--- src/rtl/hazard_stall_ctrl.sv ---
// Hazard and stall controller for the IF/ID/EX front end.
// Produces freeze/flush/bubble controls from registered state plus same-cycle pipeline inputs:
// data hazards (load-use, or any RAW without forwarding), taken-branch flush sequences and
// whole-pipe freezes while data memory is busy.
module hazard_stall_ctrl #(
  parameter int unsigned REG_W     = 4,
  parameter int unsigned FLUSH_CYC = 1,
  parameter int unsigned MAX_WAIT  = 64
) (
  input  logic             clk,
  input  logic             rst,
  input  logic [REG_W-1:0] src1,
  input  logic [REG_W-1:0] src2,
  input  logic             two_src,
  input  logic             exe_wb_en,
  input  logic [REG_W-1:0] exe_dest,
  input  logic             exe_mem_r_en,
  input  logic             mem_wb_en,
  input  logic [REG_W-1:0] mem_dest,
  input  logic             forward_en,
  input  logic             branch_taken,
  input  logic             mem_req,
  input  logic             mem_ready,
  output logic             freeze_if,
  output logic             flush_if,
  output logic             bubble_id,
  output logic             freeze_all,
  output logic             mem_timeout,
  output logic [31:0]      stall_cycles
);

  localparam int unsigned WaitW  = $clog2(MAX_WAIT + 1);
  localparam int unsigned FlushW = $clog2(FLUSH_CYC + 1);

  localparam logic [WaitW-1:0]  MaxWait     = WaitW'(MAX_WAIT);
  localparam logic [FlushW-1:0] FlushReload = FlushW'(FLUSH_CYC - 1);
  // A single-cycle flush is fully handled in the branch cycle itself.
  localparam bit                FlushMulti  = (FLUSH_CYC > 1);

  typedef enum logic [1:0] {StRun, StMemWait, StFlush} state_e;

  state_e            state_q, state_d;
  logic [FlushW-1:0] flush_cnt_q, flush_cnt_d;
  logic [WaitW-1:0]  wait_cnt_q, wait_cnt_d;
  logic              timeout_q, timeout_d;
  logic [31:0]       stall_q, stall_d;

  logic hz_exe, hz_mem, data_hz, mem_stall, count_wait;
  logic freeze_if_raw, flush_if_raw, bubble_id_raw, freeze_all_raw;

  // RAW hazard detection against the EXE and MEM stage destinations.
  always_comb begin
    hz_exe    = exe_wb_en & ((src1 == exe_dest) | (two_src & (src2 == exe_dest)));
    hz_mem    = mem_wb_en & ((src1 == mem_dest) | (two_src & (src2 == mem_dest)));
    data_hz   = forward_en ? (hz_exe & exe_mem_r_en) : (hz_exe | hz_mem);
    mem_stall = mem_req & ~mem_ready;
  end

  // Next-state and raw control decode; priority in RUN is memory stall > branch > data hazard.
  always_comb begin
    state_d        = state_q;
    flush_cnt_d    = flush_cnt_q;
    wait_cnt_d     = wait_cnt_q;
    timeout_d      = timeout_q;
    count_wait     = 1'b0;
    freeze_if_raw  = 1'b0;
    flush_if_raw   = 1'b0;
    bubble_id_raw  = 1'b0;
    freeze_all_raw = 1'b0;

    unique case (state_q)
      StRun: begin
        if (mem_stall) begin
          freeze_all_raw = 1'b1;
          freeze_if_raw  = 1'b1;
          wait_cnt_d     = WaitW'(1);
          count_wait     = 1'b1;
          state_d        = StMemWait;
        end else if (branch_taken) begin
          flush_if_raw  = 1'b1;
          bubble_id_raw = 1'b1;
          if (FlushMulti) begin
            flush_cnt_d = FlushReload;
            state_d     = StFlush;
          end
        end else if (data_hz) begin
          freeze_if_raw = 1'b1;
          bubble_id_raw = 1'b1;
        end
      end

      StMemWait: begin
        if (mem_ready) begin
          wait_cnt_d = '0;
          state_d    = StRun;
        end else begin
          freeze_all_raw = 1'b1;
          freeze_if_raw  = 1'b1;
          count_wait     = 1'b1;
          if (wait_cnt_q < MaxWait) begin
            wait_cnt_d = wait_cnt_q + 1'b1;
          end
        end
      end

      StFlush: begin
        flush_if_raw = 1'b1;
        if (mem_stall) begin
          // Pipe is frozen, so the flush sequence simply pauses.
          freeze_all_raw = 1'b1;
        end else if (branch_taken) begin
          flush_cnt_d = FlushReload;
          if (!FlushMulti) begin
            state_d = StRun;
          end
        end else if (flush_cnt_q <= FlushW'(1)) begin
          flush_cnt_d = '0;
          state_d     = StRun;
        end else begin
          flush_cnt_d = flush_cnt_q - 1'b1;
        end
      end

      default: begin
        state_d = StRun;
      end
    endcase

    if (count_wait && (wait_cnt_d == MaxWait)) begin
      timeout_d = 1'b1;
    end
  end

  // Controls are forced low while reset is asserted.
  always_comb begin
    freeze_if  = rst & freeze_if_raw;
    flush_if   = rst & flush_if_raw;
    bubble_id  = rst & bubble_id_raw;
    freeze_all = rst & freeze_all_raw;
    stall_d    = (freeze_if && (stall_q != 32'hFFFF_FFFF)) ? stall_q + 32'd1 : stall_q;
  end

  assign mem_timeout  = timeout_q;
  assign stall_cycles = stall_q;

  // State and counter registers with synchronous active-low reset.
  always_ff @(posedge clk) begin
    if (!rst) begin
      state_q     <= StRun;
      flush_cnt_q <= '0;
      wait_cnt_q  <= '0;
      timeout_q   <= 1'b0;
      stall_q     <= '0;
    end else begin
      state_q     <= state_d;
      flush_cnt_q <= flush_cnt_d;
      wait_cnt_q  <= wait_cnt_d;
      timeout_q   <= timeout_d;
      stall_q     <= stall_d;
    end
  end

endmodule

--- config.mk ---
export PLATFORM = sky130hd
export DESIGN_NAME = hazard_stall_ctrl
export DESIGN_NICKNAME = d
export VERILOG_FILES = /design/src/rtl/hazard_stall_ctrl.sv
export SDC_FILE = /design/constraint.sdc
export NUM_CORES = 1
export LEC_CHECK = 0
export ABC_AREA = 1
export CAP_MARGIN = 20
export CORE_ASPECT_RATIO = 1.75
export CORE_MARGIN = 5
export CORE_UTILIZATION = 45
export CTS_BUF_LIST = sky130_fd_sc_hd__clkbuf_2
export DETAILED_ROUTE_END_ITERATION = 12
export PLACE_DENSITY_LB_ADDON = 0.05
export REMOVE_ABC_BUFFERS = 1
export SETUP_SLACK_MARGIN = 0.1
export SLEW_MARGIN = 0
export SYNTH_ARGS = -nofsm -noshare
export SYNTH_HDL_FRONTEND = slang
export SYNTH_SLANG_ARGS = --single-unit
export TNS_END_PERCENT = 30
--- constraint.sdc ---
create_clock -name clk -period 1.73 [get_ports clk]
set_input_delay 0.4325 -clock clk [delete_from_list [all_inputs] [get_ports clk]]
set_output_delay 0.4325 -clock clk [all_outputs]
set_load 0.02 [all_outputs]
==> impl_metrics.py, run 1 <==
metrics = {
    "run_status": {
        "status": "finished with violations",
        "violations": "negative setup slack",
    },
    "sta": {
        "finalSetupTns_ns": -0.709,
        "slew_violations": 0,
        "rsz0062_at_grt": "true",
        "finClkSkew_ns": 0.0316,
        "fin_crit_ns": 1.86,
        "worst_slack_ns": -0.130,
        "period_share_pct": 108,
        "setup_viol": 23,
        "worst_pin_slew_ns": 0.519,
        "hold_ws_ns": 0.465,
        "fmax_mhz": 538,
        "max_slew_margin_pct": 65.4,
        "hold_viol": 0,
    },
    "clock_network": {
        "cts_buffer_depth": 2,
        "clock_sinks": 41,
        "clockRootBuffer": "clkbuf_2",
        "cts_buffers": 5,
        "htree_levels": 2,
        "clkLatencyLatePin_ns": 0.44,
        "tritoncts": "built",
        "clkTransAtPathRegs_ns": 0.21,
    },
    "synthesis": {
        "synth-seq-area-share_pct": 28.1,
        "synth.distinct_cells": 26,
        "synth_cells": 479,
        "synth_warnings": 0,
        "ys_seq_elements": 41,
        "syn_area_per_cell_um2": 6.09,
        "syn_area_um2": 2920,
    },
    "power_and_ir_drop": {
        "clkPwrFrac_pct": 24.8,
        "p_int_mw": 1.21,
        "p_sw_share_pct": 32.6,
        "power_density_nw_per_um2": 410,
        "seq_power_share_pct": 52.9,
        "p_leak_nw": 2.05,
        "p_comb_share_pct": 22.4,
        "peakVddDrop_uv": 428,
        "switchingPower_uw": 584,
    },
    "route": {
        "drc_errors": 0,
        "vias": 3705,
        "drt-initial-drc-count": 156,
        "antenna_left": 0,
        "detail_route.first_pass.iterations": 4,
        "wl_per_cell_um": 15.2,
        "viasPerCell": 5.37,
        "drt_wl_total_um": 10500,
    },
    "global_route": {
        "gr-total-overflow": 0,
        "grt_usage_pct": 24.2,
        "first_global_vias": 3470,
        "grt_max_degree": 39,
        "grt_pass1_wl_um": 15800,
        "antenna_found_initial": 0,
    },
    "setup_path": {
        "cp_data_required_time_ns": 1.30,
        "worstSetupEndpointType": "output port",
        "cp_max_fo": 3,
        "worstPathArrival_ns": 1.43,
        "crit_type": "input port to output port",
        "cp-start-kind": "input port",
    },
    "finish": {
        "antenna_cells": 0,
        "fin_util_pct": 69.8,
        "syn_to_final_growth_pct": 50.1,
        "mostFrequentLayoutCells": "121 x nand2_1, 73 x buf_4, 61 x nor2_1",
        "drive_above_1_share_pct": 38.9,
        "layout.nets": 637,
        "layout_commonest_cell": "nand2_1",
    },
    "floorplanning": {
        "die_area_um2": 8250,
        "num_rows": 38,
        "die_y_um": 117,
        "fp.coreArea_um2": 6280,
        "ios": 63,
        "die_width_um": 70.9,
        "start_util_pct": 46.5,
    },
    "place": {
        "portBuffers": 62,
        "hpwl_um": 7540,
        "finalWeightedCongestion": 0.966,
        "place_ws_ns": -1.04,
    },
    "run": {
        "cap_violations": 0,
    },
    "hold_path": {
        "hold_path_class": "flip-flop to flip-flop",
    },
}
-- registers in the layout, summed over array words and instances (netlist names) --
register and flops:
stall_cycles 32, wait_cnt_q 7, mem_timeout 1, state_q 1
-- power by group through the flow --
stage                     clock network, mW  logic (mW)  registers, mW
after global routing                  0.495       0.432          0.950
after detailed placement                  0       0.340          0.978
after floorplan                           0       0.139          0.984
after CTS                             0.462       0.347          0.957
final                                 0.445       0.402          0.949
after global placement                    0       0.338          0.978
-- cell families after synthesis --
kind of cell | synth area share, %
AND/OR/NAND/NOR | 42.3
adder cells (fa/ha/maj) | 0.858
XOR/XNOR | 9.91
buffers and inverters | 10.3
AO/OA/AOI/OAI | 8.41
flip-flops | 28.1
-- final timing paths --
path / startpoint / to / slack [ns] / depth (start not counted)
worst max-delay path: src2[3] / bubble_id / -0.13 / 11
worst min-delay path: mem_timeout / mem_timeout / 0.46 / 2
worst max register to register: stall_cycles[15] / stall_cycles[22] / -0.07 / 8
worst min register to register: mem_timeout / mem_timeout / 0.46 / 2
-- worst max-delay path, stage by stage --
cell	delay, ns
buf_2	0.11
inv_2	0.04
nand2_1	0.05
nand2_1	0.06
nor2_1	0.10
nand3_1	0.07
nand2_1	0.07
nand2_1	0.06
buf_4	0.13
a31oi_1	0.12
buf_2	0.18
-- metrics by stage --
stage	power, mW	cell area [µm²]	cells
6_report	1.80	4380	690
5_1_grt	1.88	4380	690
4_1_cts	1.77	4130	685
3_5_place_dp	1.32	4060	672
3_3_place_gp	1.32	4060	672
2_1_floorplan	1.12	2810	462
-- layout make-up --
cell class / instances / area (µm²)
sequential: 41 / 886
inverter: 53 / 201
tap: 80 / 100
multi-input combinational: 368 / 2040
clock inverter: 3 / 17.5
clock buffer: 5 / 25.0
timing repair buffer: 140 / 1100
fill: 603 / 1900
-- synthesized netlist by cell type (all sizes together) --
cell    count  share of area, %
nand2     144                19
nor2       68               9.0
inv        53               6.8
dfxtp      41                28
nand4      39               8.4
a21oi      34               5.8
xor2       27               8.1
nor3       18               3.1
nand3      15               2.7
buf         9               2.5
clkbuf      8               1.0
o21ai       8               1.4
xnor2       6               1.8
a21boi      2              0.51
ha          2              0.86
nand3b      2              0.51
a31oi       1              0.21
o22ai       1              0.21
o31ai       1              0.26
-- metal layers --
| layer | up-vias | global-route usage, % | share of wire [%] |
|---|---|---|---|
| li1 | 1816 | - | - |
| met1 | 1714 | 22.9 | 33 |
| met2 | 124 | 48.1 | 56 |
| met3 | 51 | 3.79 | 4.7 |
| met4 | 0 | 13.6 | 6.6 |
| met5 | - | 0 | 0 |
-- timing repair --
| action | in CTS | in global routing |
|---|---|---|
| pin swaps | 39 | 27 |
| buffers inserted | 5 | 2 |
| cloned | 0 | 3 |
| hold buffers | 0 | 0 |
| setup endpoints to repair | 70 | 50 |
| gates resized for setup | 290 | 65 |
Power figures use the tool's default switching activity.
==> run 2, diff against run 1 <==
Settings changed: DONT_BUFFER_PORTS set to 1.
==> run 2 against run 1 <==
  * Non-clock buffer count is 39 lower
  * Largest power group unchanged
  * Cell area is 5.8% lower
  * Wire length is 3.1% lower
  * Via count is 5.4% lower
  * Critical endpoint unchanged
  * The run still ends with negative setup slack left
==> impl_metrics.py, run 2 (synthesis results as in run 1) <==
metrics = {
    "floorplanning": {
        "die_area_um2": 8250,
        "die_y_um": 117,
        "num_rows": 38,
        "die_width_um": 70.9,
        "fp.coreArea_um2": 6280,
        "ios": 63,
        "start_util_pct": 46.5,
    },
    "setup_path": {
        "crit_type": "flip-flop to output port",
        "worstSetupEndpointType": "output port",
        "crit_chain": "inv_4, o21ai_4, inv_2, nand2_2, a31oi_1, buf_4",
        "slowest_delay_ns": 0.41,
        "cp_top_family": "flip-flops",
        "cp_slowest_cell": "dfxtp_4",
        "cp-start-kind": "flip-flop",
        "reg2reg_slack_ns": -0.10,
        "path_buf_inv": 3,
        "cp_data_required_time_ns": 1.30,
        "cp_max_fo": 3,
        "worstPathArrival_ns": 1.42,
    },
    "global_route": {
        "gr-total-overflow": 0,
        "grt_usage_pct": 25.1,
        "antenna_found_initial": 0,
        "grt_max_degree": 32,
        "grt_pass1_wl_um": 16400,
        "first_global_vias": 3599,
    },
    "finish": {
        "multi_input_area_um2": 1980,
        "syn_to_final_growth_pct": 41.4,
        "drive_above_1_share_pct": 31.4,
        "final_cells": 650,
        "largest_register_ffs": 32,
        "antenna_cells": 0,
        "layout.nets": 598,
        "layout_commonest_cell": "nand2_1",
        "seqCellArea_um2": 846,
        "fillers": 594,
        "mostFrequentLayoutCells": "132 x nand2_1, 87 x buf_4, 59 x nor2_1",
    },
    "clock_network": {
        "cts_buffer_depth": 2,
        "clkLatencyLatePin_ns": 0.44,
        "tritoncts": "built",
        "clockRootBuffer": "clkbuf_2",
        "cts_buffers": 5,
        "clkTransAtPathRegs_ns": 0.23,
        "htree_levels": 2,
        "clock_sinks": 41,
    },
    "place": {
        "place_inst": 620,
        "finalWeightedCongestion": 0.963,
        "portBuffers": 0,
        "place_ws_ns": -0.0332,
        "hpwl_um": 7310,
    },
    "route": {
        "viasPerCell": 5.39,
        "wl_met1_um": 3290,
        "drc_errors": 0,
        "vias": 3504,
        "wl_met3_um": 488,
        "detail_route.first_pass.iterations": 5,
        "wl_met2_um": 5820,
        "antenna_left": 0,
        "wl_per_cell_um": 15.7,
        "top_layer": "met4",
        "drt-initial-drc-count": 185,
        "drt_wl_total_um": 10200,
    },
    "sta": {
        "setup_viol": 35,
        "period_share_pct": 107,
        "finClkSkew_ns": 0.0250,
        "worst_pin_slew_ns": 0.326,
        "slew_violations": 0,
        "rsz0062_at_grt": "true",
        "max_slew_margin_pct": 78.1,
        "fin_crit_ns": 1.85,
        "fmax_mhz": 541,
        "worst_slack_ns": -0.118,
        "hold_viol": 0,
    },
    "hold_path": {
        "hold_path_class": "input port to flip-flop",
    },
    "run": {
        "cap_violations": 0,
    },
    "run_status": {
        "violations": "negative setup slack",
        "status": "finished with violations",
    },
    "power_and_ir_drop": {
        "p_total_mw": 1.85,
        "power_density_nw_per_um2": 448,
        "peakVddDrop_uv": 288,
        "p_leak_nw": 1.82,
    },
}
## run 2: cell type report
class,instances,share of cell area (%)
flip-flops and latches,41,20.5
well taps,80,2.43
clock buffers,5,0.607
clock inverters,2,0.850
multi-input cells,368,48.1
repair buffers,101,22.7
inverters,53,4.88
## run 2: per-layer routing
layer	vias to the layer above	global-route usage (%)
met1	1623	22.5
met3	44	5.25
met5	-	0
met2	106	50.3
li1	1731	-
met4	0	14.3
## run 2: repair_timing
item,CTS,global route
hold buffers,0,0
pin swaps,28,18
setup buffers,16,3
gates cloned,3,3
resized for setup,47,37
setup endpoints to repair,35,37
## run 2: final timing paths
path | end | from | cells after the start
max | bubble_id | state_q[0] | 6
min | stall_cycles[0] | rst | 2
min reg2reg | stall_cycles[10] | stall_cycles[10] | 2
max reg2reg | stall_cycles[25] | stall_cycles[3] | 11
## run 2: worst register-to-register path, stage by stage, from the launching register on
cell and delay, ns:
dfxtp_2 0.39, nand2_2 0.07, inv_2 0.07, nand2_2 0.06, nor2_4 0.12, nand4_1 0.09, nor2_1 0.10, nand4_1 0.25
nand3_4 0.27, clkbuf_16 0.19, nand2_2 0.04, a21oi_1 0.12
## run 2: metrics by stage
stage               cell area [µm²]  hold slack [ns]  TNS, ns  util, %
floorplan                      2810            0.477   -41.63        -
global placement               3530            0.504   -0.102     56.2
detailed placement             3530            0.516  -0.0933     56.2
CTS                            3910           0.0491   -0.633     62.3
global route                   4120           0.0438    -7.88     65.7
finish                         4120           0.0804    -2.67     65.7
## run 2: power by group
group          internal [mW]  switching, mW  total [mW]  leakage, nW
clock network          0.234          0.340       0.574       0.0388
logic                  0.130          0.181       0.310         1.45
registers              0.954        0.00871       0.963        0.340
total                   1.32          0.529        1.85         1.82
==> run 3, diff against run 2 <==
Settings changed: CAP_MARGIN 20 to 5, REMOVE_ABC_BUFFERS 1 to unset.
==> run 3 against run 2 <==
  * The flow still finishes with violations (negative setup slack)
  * Largest cell class unchanged
  * Die area is the same
  * Fmax grew 1.8%
  * Global-route usage shrank 1.7 points
  * Worst hold slack lost 0.014 ns
==> impl_metrics.py, run 3 (synthesis results as in run 1) <==
metrics = {
    "route": {
        "wl_met1_um": 3180,
        "drc_errors": 0,
        "viasPerCell": 5.21,
        "drt_wl_total_um": 9560,
        "vias": 3337,
        "antenna_left": 0,
        "drt-initial-drc-count": 207,
        "wl_per_cell_um": 14.9,
        "top_layer": "met4",
        "detail_route.first_pass.iterations": 4,
        "wl_met2_um": 5350,
        "wl_met3_um": 487,
    },
    "setup_path": {
        "cp_max_fo": 3,
        "rr_startpoint": "stall_cycles[20]",
        "cp-start-kind": "flip-flop",
        "worstPathArrival_ns": 1.38,
        "cp_top_family": "flip-flops",
        "regToRegEndpoint": "stall_cycles[9]",
        "ff2ff_path_depth": 9,
        "slowest_delay_ns": 0.40,
        "worstSetupEndpointType": "output port",
        "cp_data_required_time_ns": 1.30,
        "crit_type": "flip-flop to output port",
        "cp_slowest_cell": "dfxtp_2",
        "reg2reg_slack_ns": 0.01,
        "crit_chain": "inv_4, o21ai_4, inv_2, buf_4, a21boi_4",
        "path_buf_inv": 3,
        "cp-startpoint": "state_q[0]",
    },
    "power_and_ir_drop": {
        "p_sw_share_pct": 29.4,
        "clkPwrFrac_pct": 32.5,
        "power_density_nw_per_um2": 465,
        "seq_power_share_pct": 51.7,
        "switchingPower_uw": 545,
        "p_comb_share_pct": 15.9,
        "p_total_mw": 1.86,
        "p_leak_nw": 1.72,
        "peakVddDrop_uv": 304,
        "p_int_mw": 1.31,
    },
    "run_status": {
        "violations": "negative setup slack",
        "status": "finished with violations",
    },
    "finish": {
        "fin_area_um2": 3990,
        "layout.nets": 587,
        "mostFrequentLayoutCells": "139 x nand2_1, 84 x buf_4, 53 x nor2_1",
        "largest_register_ffs": 32,
        "antenna_cells": 0,
        "drive_above_1_share_pct": 31.6,
        "layout_commonest_cell": "nand2_1",
        "syn_to_final_growth_pct": 36.7,
    },
    "sta": {
        "max_slew_margin_pct": 78.7,
        "setup_viol": 4,
        "slew_violations": 0,
        "finClkSkew_ns": 0.0182,
        "rsz0062_at_grt": "true",
        "fin_crit_ns": 1.82,
        "fmax_mhz": 551,
        "worst_slack_ns": -0.0850,
        "hold_viol": 0,
        "period_share_pct": 105,
        "hold_ws_ns": 0.0664,
        "worst_pin_slew_ns": 0.317,
    },
    "floorplanning": {
        "die_y_um": 117,
        "die_width_um": 70.9,
        "start_util_pct": 46.5,
        "die_area_um2": 8250,
        "ios": 63,
        "fp.coreArea_um2": 6280,
        "num_rows": 38,
    },
    "clock_network": {
        "htree_levels": 2,
        "cts_buffer_depth": 2,
        "clkLatencyLatePin_ns": 0.45,
        "clockRootBuffer": "clkbuf_2",
        "tritoncts": "built",
        "cts_buffers": 5,
        "clkTransAtPathRegs_ns": 0.23,
        "holdBufCountCts": 0,
        "clock_sinks": 41,
    },
    "hold_path": {
        "worst_hold_startpoint": "rst",
        "min_path_cells": 2,
        "min_to": "stall_cycles[1]",
        "hold_path_class": "input port to flip-flop",
    },
    "place": {
        "placed_cell_area_um2": 3510,
        "hpwl_um": 7330,
        "portBuffers": 0,
        "finalWeightedCongestion": 0.953,
    },
    "run": {
        "cap_violations": 0,
    },
    "global_route": {
        "grt_max_degree": 23,
        "gr-total-overflow": 0,
        "antenna_found_initial": 0,
        "grt_pass1_wl_um": 15200,
        "first_global_vias": 3321,
        "grt_usage_pct": 23.5,
    },
    "synthesis": {
        "syn_nets": 507,
    },
}
[run 3: power by group through the flow]
stage / Sequential (mW) / Combinational, mW / Clock, mW
global placement: 0.979 / 0.248 / 0
finish: 0.959 / 0.294 / 0.602
floorplan: 0.985 / 0.165 / 0
detailed placement: 0.979 / 0.250 / 0
CTS: 0.958 / 0.278 / 0.621
global route: 0.961 / 0.326 / 0.654
[run 3: layer usage]
| metal | global-route usage, % | vias to the layer above |
|---|---|---|
| met3 | 4.82 | 35 |
| met5 | 0 | - |
| met2 | 46.3 | 100 |
| li1 | - | 1700 |
| met1 | 21.7 | 1502 |
| met4 | 13.4 | 0 |
[run 3: metrics by stage]
| step | worst slack (ns) | util, % | setup TNS, ns | instances |
|---|---|---|---|---|
| 6_report | -0.0850 | 63.5 | -0.218 | 640 |
| 2_1_floorplan | 0.0695 | - | 0 | 479 |
| 3_5_place_dp | -0.0404 | 56.0 | -0.403 | 614 |
| 4_1_cts | -0.0759 | 60.2 | -0.190 | 632 |
| 5_1_grt | -0.172 | 63.5 | -2.69 | 640 |
| 3_3_place_gp | -0.00290 | 56.0 | -0.00290 | 614 |
[run 3: worst max path at each step]
stage / endpoint / slack, ns / cells after the start
final: freeze_if / -0.09 / 5
after global routing: bubble_id / -0.17 / 6
after floorplan: bubble_id / 0.07 / 8
after detailed placement: stall_cycles[29] / -0.04 / 14
after global placement: stall_cycles[0] / -0.003 / 15
after CTS: bubble_id / -0.08 / 6
[run 3: layout make-up]
type | count | area (µm²)
Fill cell | 607 | 2290
Multi-Input combinational cell | 368 | 2040
Sequential cell | 41 | 862
Timing Repair Buffer | 90 | 719
Inverter | 53 | 201
Tap cell | 80 | 100
Clock inverter | 3 | 40.0
Clock buffer | 5 | 25.0
[run 3: worst register-to-register path, stage by stage, from the launching register on]
cell	delay (ns)
dfxtp_1	0.47
nand2_1	0.10
inv_2	0.08
nand3_1	0.18
inv_2	0.16
nand4_1	0.17
nand3_2	0.16
buf_8	0.16
nand2_1	0.08
a21oi_2	0.12
[run 3: what timing repair did]
item / in CTS / in global routing
endpoints found under the setup margin: 36 / 38
pin swaps: 6 / 11
resized for setup: 37 / 40
endpoints found under the hold margin: 0 / 0
buffers inserted: 10 / 8
